[src/rtl/i2s_codec_pkg.sv]
// Shared constants and types for the I2S codec link: timebase bit positions,
// strobe phases within a bit period, and the sample-presentation window.
package i2s_codec_pkg;

  localparam int CNT_W    = 10;
  localparam int MCLK_BIT = 1;
  localparam int SCLK_BIT = 3;
  localparam int LR_BIT   = 9;

  localparam logic [3:0] RX_PHASE = 4'd7;
  localparam logic [3:0] TX_PHASE = 4'd15;

  localparam logic [CNT_W-1:0] VALID_START = 10'd776;
  localparam logic [CNT_W-1:0] VALID_END   = 10'd1023;

  typedef logic signed [15:0] smpl_t;

  // I2S carries the 16 data bits in slots 1..16 of each channel half-frame.
  function automatic logic in_data_slot(input logic [4:0] s);
    return (s >= 5'd1) && (s <= 5'd16);
  endfunction

endpackage

[src/rtl/i2s_timing_gen.sv]
// Free-running frame timebase: codec clocks, codec reset release, startup
// frame counting and the per-bit strobes used by the rx/tx datapath.
module i2s_timing_gen
  import i2s_codec_pkg::*;
#(
  parameter int STARTUP_FRAMES = 2
) (
  input  logic             clk,
  input  logic             rst,
  output logic [CNT_W-1:0] cnt,
  output logic             MCLK,
  output logic             SCLK,
  output logic             LRCLK,
  output logic             codec_rst_n,
  output logic             startup_done,
  output logic             rx_strobe,
  output logic             tx_strobe,
  output logic [4:0]       slot,
  output logic             chan,
  output logic             frame_wrap
);

  logic [7:0] startup_cnt;

  always_ff @(posedge clk) begin
    if (rst) begin
      cnt         <= '0;
      codec_rst_n <= 1'b0;
      startup_cnt <= '0;
    end else begin
      cnt <= cnt + 10'd1;
      if (frame_wrap) begin
        codec_rst_n <= 1'b1;
        // The release wrap itself is not a startup frame; count later wraps only.
        if (codec_rst_n && !startup_done)
          startup_cnt <= startup_cnt + 8'd1;
      end
    end
  end

  assign startup_done = (startup_cnt == 8'(STARTUP_FRAMES));
  assign MCLK         = cnt[MCLK_BIT];
  assign SCLK         = cnt[SCLK_BIT];
  assign LRCLK        = cnt[LR_BIT];
  assign slot         = cnt[8:4];
  assign chan         = cnt[LR_BIT];
  assign rx_strobe    = (cnt[3:0] == RX_PHASE);
  assign tx_strobe    = (cnt[3:0] == TX_PHASE);
  assign frame_wrap   = (cnt == VALID_END);

endmodule

[src/rtl/i2s_codec_link.sv]
// I2S link to the audio codec: deserializes ADC samples for the EQ engine with
// valid framing and serializes the EQ result back to the DAC one frame later.
module i2s_codec_link
  import i2s_codec_pkg::*;
#(
  parameter int DATA_W         = 16,
  parameter int STARTUP_FRAMES = 2
) (
  input  logic                     clk,
  input  logic                     rst,
  input  logic                     sdout,
  input  logic signed [DATA_W-1:0] lft_eq,
  input  logic signed [DATA_W-1:0] rht_eq,
  output logic                     MCLK,
  output logic                     SCLK,
  output logic                     LRCLK,
  output logic                     sdin,
  output logic                     codec_rst_n,
  output logic signed [DATA_W-1:0] lft_in,
  output logic signed [DATA_W-1:0] rht_in,
  output logic                     valid,
  output logic                     valid_rise,
  output logic                     valid_fall
);

  logic [CNT_W-1:0] cnt;
  logic             startup_done;
  logic             rx_strobe;
  logic             tx_strobe;
  logic [4:0]       slot;
  logic             chan;
  logic             frame_wrap;

  smpl_t      lft_sr, rht_sr;
  smpl_t      tx_l, tx_r;
  logic [4:0] nslot;
  logic [3:0] bidx;
  logic       tx_bit;
  logic       present;

  i2s_timing_gen #(
    .STARTUP_FRAMES(STARTUP_FRAMES)
  ) u_timing (
    .clk         (clk),
    .rst         (rst),
    .cnt         (cnt),
    .MCLK        (MCLK),
    .SCLK        (SCLK),
    .LRCLK       (LRCLK),
    .codec_rst_n (codec_rst_n),
    .startup_done(startup_done),
    .rx_strobe   (rx_strobe),
    .tx_strobe   (tx_strobe),
    .slot        (slot),
    .chan        (chan),
    .frame_wrap  (frame_wrap)
  );

  // Output registers load on the cycle the last right bit arrives, so the
  // final bit is folded in directly and the pair is stable from VALID_START.
  assign present = (cnt == VALID_START - 10'd1);

  // sdin for the upcoming slot; 16 - nslot in four bits is ~(nslot - 1).
  always_comb begin
    nslot  = slot + 5'd1;
    bidx   = ~(nslot[3:0] - 4'd1);
    tx_bit = 1'b0;
    if (in_data_slot(nslot))
      tx_bit = chan ? tx_r[bidx] : tx_l[bidx];
  end

  always_ff @(posedge clk) begin
    if (rst) begin
      lft_sr     <= '0;
      rht_sr     <= '0;
      lft_in     <= '0;
      rht_in     <= '0;
      tx_l       <= '0;
      tx_r       <= '0;
      sdin       <= 1'b0;
      valid      <= 1'b0;
      valid_rise <= 1'b0;
      valid_fall <= 1'b0;
    end else begin
      if (rx_strobe && in_data_slot(slot)) begin
        if (chan) rht_sr <= {rht_sr[14:0], sdout};
        else      lft_sr <= {lft_sr[14:0], sdout};
      end

      valid_rise <= 1'b0;
      if (present) begin
        lft_in     <= lft_sr;
        rht_in     <= {rht_sr[14:0], sdout};
        valid      <= startup_done;
        valid_rise <= startup_done;
      end

      valid_fall <= 1'b0;
      if (frame_wrap) begin
        valid      <= 1'b0;
        valid_fall <= valid;
      end

      if (valid_fall) begin
        tx_l <= lft_eq;
        tx_r <= rht_eq;
      end

      if (tx_strobe)
        sdin <= tx_bit;
    end
  end

endmodule

[config.mk]
export PLATFORM = sky130hd
export DESIGN_NAME = i2s_codec_link
export DESIGN_NICKNAME = d
export VERILOG_FILES = /design/src/rtl/i2s_codec_pkg.sv /design/src/rtl/i2s_timing_gen.sv /design/src/rtl/i2s_codec_link.sv
export SDC_FILE = /design/constraint.sdc
export NUM_CORES = 1
export LEC_CHECK = 0
export ABC_CLOCK_PERIOD_IN_PS = 2730
export BUFFER_PORTS_ARGS = -buffer_cell sky130_fd_sc_hd__buf_2
export CORE_ASPECT_RATIO = 1.5
export CORE_MARGIN = 2
export CORE_UTILIZATION = 53
export CTS_BUF_LIST = sky130_fd_sc_hd__clkbuf_4 sky130_fd_sc_hd__clkbuf_8
export DETAILED_ROUTE_END_ITERATION = 10
export GPL_TIMING_DRIVEN = 0
export HOLD_SLACK_MARGIN = 0.1
export PLACE_DENSITY_LB_ADDON = 0.12
export SETUP_SLACK_MARGIN = 0.02
export SLEW_MARGIN = 10
export SYNTH_ARGS = -nofsm -noshare
export SYNTH_HDL_FRONTEND = slang
export SYNTH_HIERARCHICAL = 1
export SYNTH_SLANG_ARGS = --single-unit
export TNS_END_PERCENT = 50
[constraint.sdc]
create_clock -name clk -period 2.73 [get_ports clk]
set_input_delay 0.546 -clock clk [delete_from_list [all_inputs] [get_ports clk]]
set_output_delay 0.546 -clock clk [all_outputs]
set_load 0.005 [all_outputs]
Word level (Yosys, flattened, before mapping)
Index checks and enable logic that the tools add are counted.

operators by class
  muxes and demuxes = 6
  bitwise logic cells = 4
  equality and inequality tests = 5
  magnitude comparators = 5
  reductions and logical operators = 11
  add/sub/neg operators = 4

operators with widths
  operator                                                                              number
  10-bit == test (second input constant)                                                2
  10-bit by 1-bit adder with 10-bit output (second input constant)                      1
  5-bit by 1-bit greater-or-equal comparator with 1-bit output (second input constant)  2
  5-bit <= comparator (second input constant)                                           2
  8-bit by 1-bit adder with 8-bit output (second input constant)                        1
  1-bit binary-select mux with 4-bit select                                             2
  8-bit by 2-bit == test with 1-bit output (second input constant)                      1
  2-bit AND reduction                                                                   3
  2-bit OR reduction                                                                    3
  5-bit by 1-bit adder with 5-bit output (second input constant)                        1
  4-bit by 5-bit < comparator with 1-bit output (second input constant)                 1
  4-bit by 3-bit == test with 1-bit output (second input constant)                      1
  4-bit == test (second input constant)                                                 1
  1-bit logical AND                                                                     4
  1-bit 2-to-1 mux                                                                      4
  4-bit NOT                                                                             1
  4-bit by 1-bit subtractor with 4-bit output (second input constant)                   1
  1-bit NOT                                                                             3
  1-bit logical NOT                                                                     1

storage, ports and cells
  word-level logic and storage cells = 48
  output and inout port bits = 40
  flip-flop bits (word level) = 118
  bits of input ports = 35

Logic depth before layout (Yosys ltp)
Gate-level depths: netlist (run 1).

  depth after elaboration = 7
  depth in mapped cells = 11
  mapped depth without buffers = 8

Hierarchy
The synthesis (run 1) kept the hierarchy.

modules (own cells, without submodules)
  module          area an instance (um^2)  cells each  times used  sequential area each (um^2)
  i2s_codec_link  4026.4                   384         1           1981.9
  i2s_timing_gen  965.9                    108         1           380.4

Least setup slack after synthesis (run 1)
Ideal clock, no wire load.

  path type = reg-to-reg
  from = register u_timing.cnt[4]
  to = register sdin
  stages on the path, launching flop included = 12
  period minus slack after synthesis = 2.749 ns
  buffers on the path = 3
  setup time = 0.059 ns
  arrival = 2.690 ns
  setup slack = -0.019 ns
  required time = 2.671 ns
  path through = dfxtp_1 buf_4 buf_2 inv_1 ha_1 buf_6 and3_1 or2_2 o211ai_2 mux2_2 a221oi_1 a22o_1

on the way
  word-level cells in the longest chain between the ends = 7
  elaborated cells on any way between the ends = 12
  classes of those cells = add/sub: 2; order compare: 2; mux: 6; bitwise: 1; reduce/logical: 1

ends and longest elaborated chain
  element                                      line                   RTL
  from (decl)                                  i2s_timing_gen.sv:10   output logic [CNT_W-1:0] cnt,
  from (signal assigned)                       i2s_timing_gen.sv:31   cnt <= cnt + 10'd1;
  5-bit by 1-bit adder with 5-bit output *     i2s_codec_link.sv:65   nslot = slot + 5'd1;
  4-bit by 1-bit subtractor with 4-bit output  i2s_codec_link.sv:66   bidx = ~(nslot[3:0] - 4'd1);
  4-bit NOT                                    i2s_codec_link.sv:66
  1-bit binary-select mux with 4-bit select    i2s_codec_link.sv:69   tx_bit = chan ? tx_r[bidx] : tx_l[bidx];
  1-bit 2-to-1 mux (not written as such)       i2s_codec_link.sv:69
  1-bit 2-to-1 mux                             i2s_codec_link.sv:69
  1-bit 2-to-1 mux *                           i2s_codec_link.sv:68   if (in_data_slot(nslot))
  to (signal assigned)                         i2s_codec_link.sv:110  sdin <= tx_bit;
  to (decl)                                    i2s_codec_link.sv:17   output logic sdin,

Every way passes the cells marked *; elsewhere a longest branch is shown, timed or not. The select of a mux whose other input is x is not followed.
A chain may end at the register's enable or synchronous reset.

Worst setup path after layout (run 1)
  from = register u_timing.cnt[5]
  to = register sdin

The elaborated chain is that of the path after synthesis.

==> results of run 1 <==
what timing repair did:
item,4_1_cts,5_1_grt
pin swaps,1,0
resized for setup,8,2
buffers inserted,0,7
setup endpoints to repair,1,1
gates cloned,0,0
power groups by stage:
| stage | sequential, mW | clock [mW] | combinational, mW |
|---|---|---|---|
| 4_1_cts | 1.73 | 1.74 | 0.0769 |
| 5_1_grt | 1.73 | 1.82 | 0.0840 |
| 2_1_floorplan | 1.77 | 0 | 0.0334 |
| 3_5_place_dp | 1.77 | 0 | 0.0768 |
| 3_3_place_gp | 1.77 | 0 | 0.0752 |
| 6_report | 1.73 | 1.71 | 0.0753 |
final cells by class:
cell class,instances,share of cell area (%)
buffer,35,3.31
clock buffer,18,4.12
clock inverter,13,3.02
inverter,4,0.250
multi-input combinational,334,40.5
sequential,118,39.4
tap,112,2.33
timing repair buffer,81,7.03
cell usage in the layout (no fill, tap or decap), types with 2 or more instances in the layout:
| cell type | Yosys | routed |
|---|---|---|
| a21o_1 | 2 | 2 |
| a21oi_1 | 5 | 5 |
| and3_1 | 3 | 3 |
| and4_1 | 3 | 3 |
| buf_1 | 3 | 3 |
| buf_2 | 6 | 79 |
| buf_4 | 11 | 17 |
| bufinv_16 | 0 | 4 |
| clkbuf_1 | 15 | 15 |
| clkbuf_8 | 0 | 18 |
| clkinv_2 | 0 | 3 |
| clkinvlp_4 | 0 | 5 |
| dfxtp_1 | 118 | 116 |
| dfxtp_4 | 0 | 2 |
| ha_1 | 8 | 7 |
| inv_1 | 4 | 3 |
| mux2_2 | 2 | 2 |
| mux2i_1 | 96 | 96 |
| mux4_1 | 5 | 5 |
| mux4_2 | 4 | 4 |
| nand2_1 | 15 | 15 |
| nand2b_1 | 6 | 6 |
| nand3_1 | 7 | 7 |
| nand4_1 | 7 | 7 |
| nor2_1 | 117 | 117 |
| nor2b_1 | 4 | 4 |
| nor3_1 | 2 | 2 |
| nor3b_1 | 3 | 3 |
| nor4_1 | 5 | 5 |
| o21ai_0 | 7 | 7 |
| or3_1 | 3 | 3 |
| or4_1 | 4 | 4 |
| xnor2_1 | 5 | 5 |
| xor2_1 | 5 | 5 |
flip-flops by register name, summed over array words and instances, names as in the netlist:
register,flops
lft_in,16
lft_sr,16
rht_in,16
tx_l,16
tx_r,16
rht_sr,15
u_timing/cnt,10
u_timing/startup_cnt,8
sdin,1
u_timing/codec_rst_n,1
valid,1
valid_fall,1
valid_rise,1
worst max-delay path by stage:
stage / cells past startpoint / end / from / slack (ns)
after floorplan: 11 / sdin / u_timing/cnt[4] / 0.06
after detailed placement: 11 / sdin / u_timing/cnt[4] / -0.32
final: 11 / sdin / u_timing/cnt[5] / 0.07
after CTS: 11 / sdin / u_timing/cnt[5] / 0.02
after global placement: 11 / sdin / u_timing/cnt[4] / -0.30
after global routing: 11 / sdin / u_timing/cnt[5] / 0.03
layer usage:
metal	share of wire, %	vias up
met4	1.9	0
li1	-	1893
met1	41	1799
met3	5.0	13
met5	0	-
met2	52	89
cell families (layout without fill, tap and decap cells):
kind of cell / count (synthesis) / count (layout) / synth area share [%]
AO/OA/AOI/OAI: 23 / 23 / 3.18
AND/OR/NAND/NOR: 186 / 186 / 17.5
flip-flops: 118 / 118 / 47.3
multiplexers: 107 / 107 / 24.1
buffers and inverters: 40 / 151 / 4.14
adder cells (fa/ha/maj): 8 / 8 / 2.01
XOR/XNOR: 10 / 10 / 1.75
worst min-delay path: stages:
cell     delay [ns]
buf_2          0.07
mux2i_1        0.05
nor2_1         0.07
stage by stage:
stage	instance area [sq um]	total power [mW]	setup slack, ns	TNS, ns	hold slack [ns]
finish	6010	3.51	0.0665	0	0.353
global route	6010	3.63	0.0341	0	0.342
CTS	5950	3.54	0.0209	0	0.331
detailed placement	5500	1.85	-0.321	-0.321	0.465
global placement	5500	1.84	-0.301	-0.301	0.452
floorplan	4990	1.80	0.0605	0	0.437
==> out/results.tsv, run 1 <==
metric	value	unit
status	completed	
comb_power_share	2.1	%
r2r_slack	0.07	ns
switching_share	21.5	%
rr_endpoint	sdin	
antenna_found_initial	0	
synth_enable_flop_cells	0	
syn_area_per_cell	10.1	sq um
cts_buffer_depth	2	
final_cells	715	
cts_num_sinks	118	
drt_wl_total	10500	um
post-route-min-period	2.66	ns
p_int	2.76	mW
r2r_start	u_timing/cnt[5]	
dr.first_iter.drc_count	169	
worst_pin_slew	0.712	ns
rsz0062_at_grt	no	
cap_viol_max_count	0	
grtUsageMet3	6.86	%
async_flop_share	0	%
cts_hold_buf	0	
port_buffers	74	
hp-class	in -> reg	
hpwl	7500	um
synth.largest_area_cell	dfxtp_1	
ys_seq_elements	118	
netlist_area	0.00499	sq mm
die_w	83.2	um
startpoint_type	flip-flop	
antenna_cells	0	
cp-end-kind	flip-flop	
drive_gt1_share	24.4	%
maxSlewHeadroom	52.6	%
clk_pin_slew	0.07	ns
min_period_over_period	97.6	%
syn_to_final_growth	20.4	%
htree_levels	4	
path_cells	buf_4, buf_4, inv_2, ha_4, buf_12, and3_1, or2_2, o211ai_2, mux2_2, a221oi_1, a22o_1	
root_buffer	clkbuf_8	
wl_per_cell	14.7	um
die_y	123	um
worst_hold_path.endpoint	tx_r[10]	
clk_latency	0.43	ns
max_freq	375	MHz
cp.arrival	3.04	ns
synth.area.top_cells	dfxtp_1 (47%), mux2i_1 (19%), nor2_1 (8.8%)	
synth_most_common_cell	dfxtp_1	
synth_top_flop_cell	dfxtp_1	
dieArea	0.0102	sq mm
power_frac_clock	48.7	%
cpMostUsedCell	buf_4	
path_class	reg -> reg	
p_per_area	585	mW/mm^2
p_leak	2.73	nW
switchingPower	754	uW
global_route.usage.met2	36.9	%
cts_tree	yes	
r2r_cells	11	
dr.pass1.iters	4	
num-fill-cells	756	
syn_nets	535	
ys.warnings.count	6	
track_usage	21.2	%
grt_pass1_wl	17200	um
worstHoldStart	rht_eq[10]	
grt_max_degree	17	
cts_buffers	17	
critical_path_buf_inv_count	4	
seq_power_share	49.2	%
busiest_layer	met2	
path_max_fanout	10	
coreArea	0.00920	sq mm
multiInputGateArea	0.00244	sq mm
setup_violations	0	
min_path_cells	3	
cp_top_family	compound AO/OA/AOI/OAI gates	
cp_slowest_stage_delay	0.37	ns
grt_pass1_vias	3643	
synthDistinctLibCells	46	
initial_core_util	54.3	%
seqCellArea	0.00237	sq mm
grt_overflow_total	0	
drv_slew	0	
cp.required	3.11	ns
drc_errors	0	
nNetsFinal	634	
slowest_stage	dfxtp_4	
synth_top_area_share	47.3	%
vias	3794	
grt_util_met1	24.0	%
dp_cells	678	
ir_drop	0.496	mV
hold_viol_final	0	
fin_util	65.3	%
ant_nets	0	
rows	43	
synthTopCellsByCount	dfxtp_1 (118), nor2_1 (117), mux2i_1 (96)	
io_pins	75	
via_per_inst	5.31	
postSynthCellCount	492	
gp_congestion	0.815	
finClkSkew	0.00606	ns
ys_seq_area_share	47.3	%
Note: power is estimated with default switching activity, not from simulation.
==> run 2, diff against run 1 <==
--- a/config.mk
+++ b/config.mk
@@ -19,6 +19,5 @@
 export SLEW_MARGIN = 10
 export SYNTH_ARGS = -nofsm -noshare
 export SYNTH_HDL_FRONTEND = slang
-export SYNTH_HIERARCHICAL = 1
 export SYNTH_SLANG_ARGS = --single-unit
 export TNS_END_PERCENT = 50
==> out/results.tsv, run 2 <==
metric	value	unit
status	completed	
drt_wl_total	9800	um
synth.largest_area_cell	dfxtp_1	
hold_viol_final	0	
ant_nets	0	
synthTopCellsByCount	dfxtp_1 (118), nor2_1 (78), nand2_1 (73)	
mostFrequentLayoutCell	dfxtp_1	
synth_enable_flop_cells	0	
netlist_area	0.00478	sq mm
dp_cells	686	
synthDistinctLibCells	43	
grt_overflow_total	0	
vias	3738	
r2r_start	u_timing.cnt[4]	
antenna_cells	0	
fin_util	64.3	%
comb_power_share	2.2	%
synth.area.top_cells	dfxtp_1 (49%), mux2i_1 (14%), nor2_1 (6.1%)	
ys_seq_area_share	49.5	%
antenna_found_initial	0	
path_max_fanout	10	
switching_share	20.9	%
post-route-min-period	2.50	ns
cts_buffer_depth	2	
syn_nets	545	
cts_buffers	17	
wl_per_cell	13.7	um
min_path_cells	3	
ir_drop	0.455	mV
power_frac_clock	43.5	%
rows	42	
port_buffers	73	
r2r_slack	0.23	ns
finClkSkew	0.00801	ns
ys_seq_elements	118	
grt_pass1_wl	16600	um
cp.arrival	2.82	ns
rsz0062_at_grt	no	
worstHoldStart	lft_eq[2]	
final_cells	716	
root_buffer	clkbuf_8	
coreArea	0.00878	sq mm
worst_hold_path.endpoint	tx_l[2]	
p_leak	2.26	nW
p_int	2.52	mW
grt_pass1_vias	3601	
die_w	81.5	um
postSynthCellCount	503	
path_class	reg -> reg	
synth_top_flop_cell	dfxtp_1	
startpoint_type	flip-flop	
r2r_cells	9	
max_freq	400	MHz
nNetsFinal	639	
drc_errors	0	
maxSlewHeadroom	53.3	%
cts_tree	yes	
async_flop_share	0	%
track_usage	22.1	%
io_pins	75	
syn_area_per_cell	9.49	sq um
gp_congestion	0.831	
hp-class	in -> reg	
dr.pass1.iters	4	
switchingPower	666	uW
clk_pin_slew	0.07	ns
worst_pin_slew	0.701	ns
cap_viol_max_count	0	
clk_latency	0.43	ns
via_per_inst	5.22	
rr_endpoint	sdin	
die_y	120	um
initial_core_util	54.4	%
drive_gt1_share	21.1	%
hpwl	7100	um
seq_power_share	54.3	%
layout_common_cells	dfxtp_1 (117), buf_2 (80), nor2_1 (78)	
cts_num_sinks	118	
setup_violations	0	
cp-end-kind	flip-flop	
p_per_area	564	mW/mm^2
grt_max_degree	17	
ys.warnings.count	0	
syn_to_final_growth	18.2	%
synth_top_area_share	49.5	%
cp.required	3.05	ns
dieArea	0.00980	sq mm
dr.first_iter.drc_count	144	
min_period_over_period	91.6	%
drv_slew	0	
synth_most_common_cell	dfxtp_1	
htree_levels	4	
run 2: layer usage:
layer	GRT usage (%)	vias up	part of all wire, %
met1	24.6	1751	42
met4	7.31	0	1.3
met2	38.3	83	51
li1	-	1896	-
met5	0	-	0
met3	7.99	8	5.5
run 2: power by group through the flow:
stage	sequential (mW)	clock, mW	combinational, mW
final	1.73	1.39	0.0689
after global routing	1.73	1.50	0.0771
after CTS	1.73	1.43	0.0706
after detailed placement	1.77	0	0.0703
after global placement	1.77	0	0.0692
after floorplan	1.77	0	0.0298
run 2: how the worst max path moves through the flow:
stage | startpoint | endpoint
finish | u_timing.cnt[4] | sdin
global route | u_timing.cnt[5] | u_timing.startup_cnt[7]
CTS | u_timing.cnt[4] | sdin
detailed placement | u_timing.cnt[4] | sdin
global placement | u_timing.cnt[4] | sdin
floorplan | u_timing.cnt[4] | sdin
run 2: area by class of cell:
cell class,count,area (sq um)
clock buffers,22,284
flip-flops and latches,118,2370
plain buffers,33,168
clock inverters,6,55.1
inverters,4,15.0
well taps,110,138
repair buffers,75,380
multi-input cells,348,2240
fillers,778,3130
run 2: stage by stage:
stage	TNS, ns	power [mW]	setup WS [ns]	instance area, sq um	hold slack [ns]
after detailed placement	-0.288	1.84	-0.288	5280	0.444
after global routing	0	3.31	0.0454	5650	0.335
after floorplan	0	1.80	0.225	4780	0.417
after global placement	-0.217	1.84	-0.217	5280	0.440
final	0	3.18	0.228	5650	0.348
after CTS	0	3.22	0.0864	5630	0.332
run 2: cell families (layout without fill, tap and decap cells):
family                   count (synthesis)  count (layout)  synth area share, %
flip-flops                             118             118                 49.5
AO/OA/AOI/OAI                           56              56                 6.84
XOR/XNOR                                11              11                 2.02
buffers and inverters                   37             140                 3.64
multiplexers                            76              76                 18.0
adder cells (fa/ha/maj)                  7               7                 1.83
AND/OR/NAND/NOR                        198             198                 18.2
run 2: critical path, stage by stage (launching register included):
cell     delay (ns)
dfxtp_4        0.36
buf_6          0.15
inv_1          0.11
ha_1           0.36
buf_4          0.21
or3_1          0.34
o21a_1         0.20
o311a_1        0.17
mux2i_1        0.14
o41ai_1        0.35
run 2: what timing repair did:
| item | in CTS | in global routing |
|---|---|---|
| setup buffers | 0 | 2 |
| resized for setup | 4 | 1 |
| endpoints found under the hold margin | 0 | 0 |
| endpoints found under the setup margin | 12 | 1 |
| pin swaps | 0 | 1 |
| hold buffers | 0 | 0 |
==> run 3, diff against run 2 <==
--- a/config.mk
+++ b/config.mk
@@ -6,7 +6,7 @@
 export NUM_CORES = 1
 export LEC_CHECK = 0
 export ABC_CLOCK_PERIOD_IN_PS = 2730
-export BUFFER_PORTS_ARGS = -buffer_cell sky130_fd_sc_hd__buf_2
+export BUFFER_PORTS_ARGS = -buffer_cell sky130_fd_sc_hd__buf_4
 export CORE_ASPECT_RATIO = 1.5
 export CORE_MARGIN = 2
 export CORE_UTILIZATION = 53
@@ -14,6 +14,7 @@
 export DETAILED_ROUTE_END_ITERATION = 10
 export GPL_TIMING_DRIVEN = 0
 export HOLD_SLACK_MARGIN = 0.1
+export MAX_ROUTING_LAYER = met4
 export PLACE_DENSITY_LB_ADDON = 0.12
 export SETUP_SLACK_MARGIN = 0.02
 export SLEW_MARGIN = 10
==> out/results.tsv, run 3 (synthesized netlist as in run 2, its figures left out) <==
metric	value	unit
gp_congestion	0.840	
vias	3779	
min_period_over_period	91.1	%
r2r_cells	9	
cp.required	3.05	ns
seq_power_share	49.6	%
min_path_cells	3	
p_int	2.78	mW
switchingPower	707	uW
drv_slew	0	
coreArea	0.00878	sq mm
cp_top_family	compound AO/OA/AOI/OAI gates	
cts_buffer_depth	2	
htree_levels	4	
rr_endpoint	sdin	
cts_tree	yes	
antenna_cells	0	
multiInputGateArea	0.00225	sq mm
worst_hold_path.endpoint	tx_l[8]	
maxSlewHeadroom	53.3	%
initial_core_util	54.4	%
io_pins	75	
hp-class	in -> reg	
post-route-min-period	2.49	ns
worst_slack	0.243	ns
path_cells	buf_6, inv_1, ha_1, buf_6, or3_1, o21a_1, o311a_1, mux2i_1, o41ai_2	
dr.first_iter.drc_count	134	
clk_pin_slew	0.07	ns
pre_cts_slack	-0.277	ns
p_leak	2.33	nW
critical_path_buf_inv_count	3	
worstSetupStartpoint	u_timing.cnt[4]	
cpMostUsedCell	buf_6	
grt_overflow_total	0	
power_frac_clock	48.0	%
grt_pass1_vias	3689	
port_buffers	73	
fin_tns_setup	0	ns
wl_per_cell	14.0	um
die_y	120	um
hpwl	7270	um
rows	42	
comb_power_share	2.4	%
cp.arrival	2.81	ns
drive_gt1_share	21.8	%
syn_to_final_growth	24.1	%
switching_share	20.3	%
layout_common_cells	dfxtp_1 (117), nor2_1 (78), buf_4 (75)	
cap_viol_max_count	0	
seqCellArea	0.00237	sq mm
root_buffer	clkbuf_8	
via_per_inst	5.25	
startpoint_type	flip-flop	
finClkSkew	0.00681	ns
slowest_stage	dfxtp_4	
hold_viol_final	0	
drc_errors	0	
path_max_fanout	10	
drt_wl_total	10100	um
setup_violations	0	
nNetsFinal	639	
cts_num_sinks	118	
max_freq	402	MHz
clk_latency	0.42	ns
dr.pass1.iters	4	
worstHoldStart	lft_eq[8]	
die_w	81.5	um
antenna_found_initial	0	
cp-end-kind	flip-flop	
ant_nets	0	
dieArea	0.00980	sq mm
rsz0062_at_grt	no	
track_usage	23.2	%
num-fill-cells	764	
r2r_start	u_timing.cnt[4]	
grt_pass1_wl	17100	um
cp_slowest_stage_delay	0.37	ns
cts_buffers	17	
grt_max_degree	17	
status	completed	
ir_drop	0.467	mV
r2r_slack	0.24	ns
p_per_area	588	mW/mm^2
path_class	reg -> reg	
worst_pin_slew	0.701	ns
mostFrequentLayoutCell	dfxtp_1	
[run 3: cell types whose count changed in the layout (fill, tap and decap cells not counted)]
| cell | delta |
|---|---|
| buf_4 | +72 |
| clkbuf_8 | +2 |
| o41ai_2 | +1 |
| o41ai_1 | -1 |
| buf_2 | -73 |
| buf_6 | +1 |
| clkinvlp_4 | +1 |
| bufinv_16 | +2 |
| clkbuf_4 | -1 |
[run 3: power by group through the flow]
| stage | clock network, mW | registers (mW) | logic, mW |
|---|---|---|---|
| floorplan | 0 | 1.77 | 0.0298 |
| global placement | 0 | 1.77 | 0.0824 |
| detailed placement | 0 | 1.77 | 0.0828 |
| CTS | 1.70 | 1.73 | 0.0832 |
| global route | 1.79 | 1.73 | 0.0914 |
| finish | 1.67 | 1.73 | 0.0822 |
[run 3: worst max-delay path by stage]
stage	cells after the start	end
after floorplan	9	sdin
after global placement	8	sdin
after detailed placement	9	sdin
after CTS	9	sdin
after global routing	10	lft_sr[6]
final	9	sdin
[run 3: final cells by class]
| type | count | share of cell area [%] |
|---|---|---|
| buffer | 33 | 2.89 |
| clock buffer | 23 | 5.13 |
| clock inverter | 9 | 2.07 |
| inverter | 4 | 0.253 |
| multi-input combinational | 348 | 37.9 |
| sequential | 118 | 39.9 |
| tap | 110 | 2.32 |
| timing repair buffer | 75 | 9.50 |
[run 3: worst register-to-register path, stage by stage (launching register included)]
cell	delay [ns]
dfxtp_4	0.37
buf_6	0.16
inv_1	0.11
ha_1	0.37
buf_6	0.18
or3_1	0.35
o21a_1	0.21
o311a_1	0.15
mux2i_1	0.16
o41ai_2	0.34
[run 3: timing repair]
item | CTS | global route
pin swaps | 0 | 1
hold buffers | 0 | 0
endpoints found under the setup margin | 7 | 3
buffers inserted | 0 | 2
resized for setup | 5 | 2
[run 3: layer usage]
metal / vias up / track usage [%] / wire [um]
met3: 22 / 6.64 / 471
met5: - / - / 0
met4: 0 / 11.0 / 287
li1: 1900 / - / -
met2: 99 / 37.6 / 5090
met1: 1758 / 25.9 / 4210
[run 3: through the flow]
| stage | std cells | hold slack [ns] | utilization, % | power [mW] | cell area [sq um] |
|---|---|---|---|---|---|
| after global placement | 686 | 0.444 | 62.2 | 1.85 | 5460 |
| after detailed placement | 686 | 0.451 | 62.2 | 1.85 | 5460 |
| after floorplan | 503 | 0.417 | - | 1.80 | 4780 |
| after CTS | 718 | 0.337 | 67.3 | 3.51 | 5900 |
| final | 720 | 0.356 | 67.5 | 3.48 | 5930 |
| after global routing | 720 | 0.331 | 67.5 | 3.61 | 5930 |
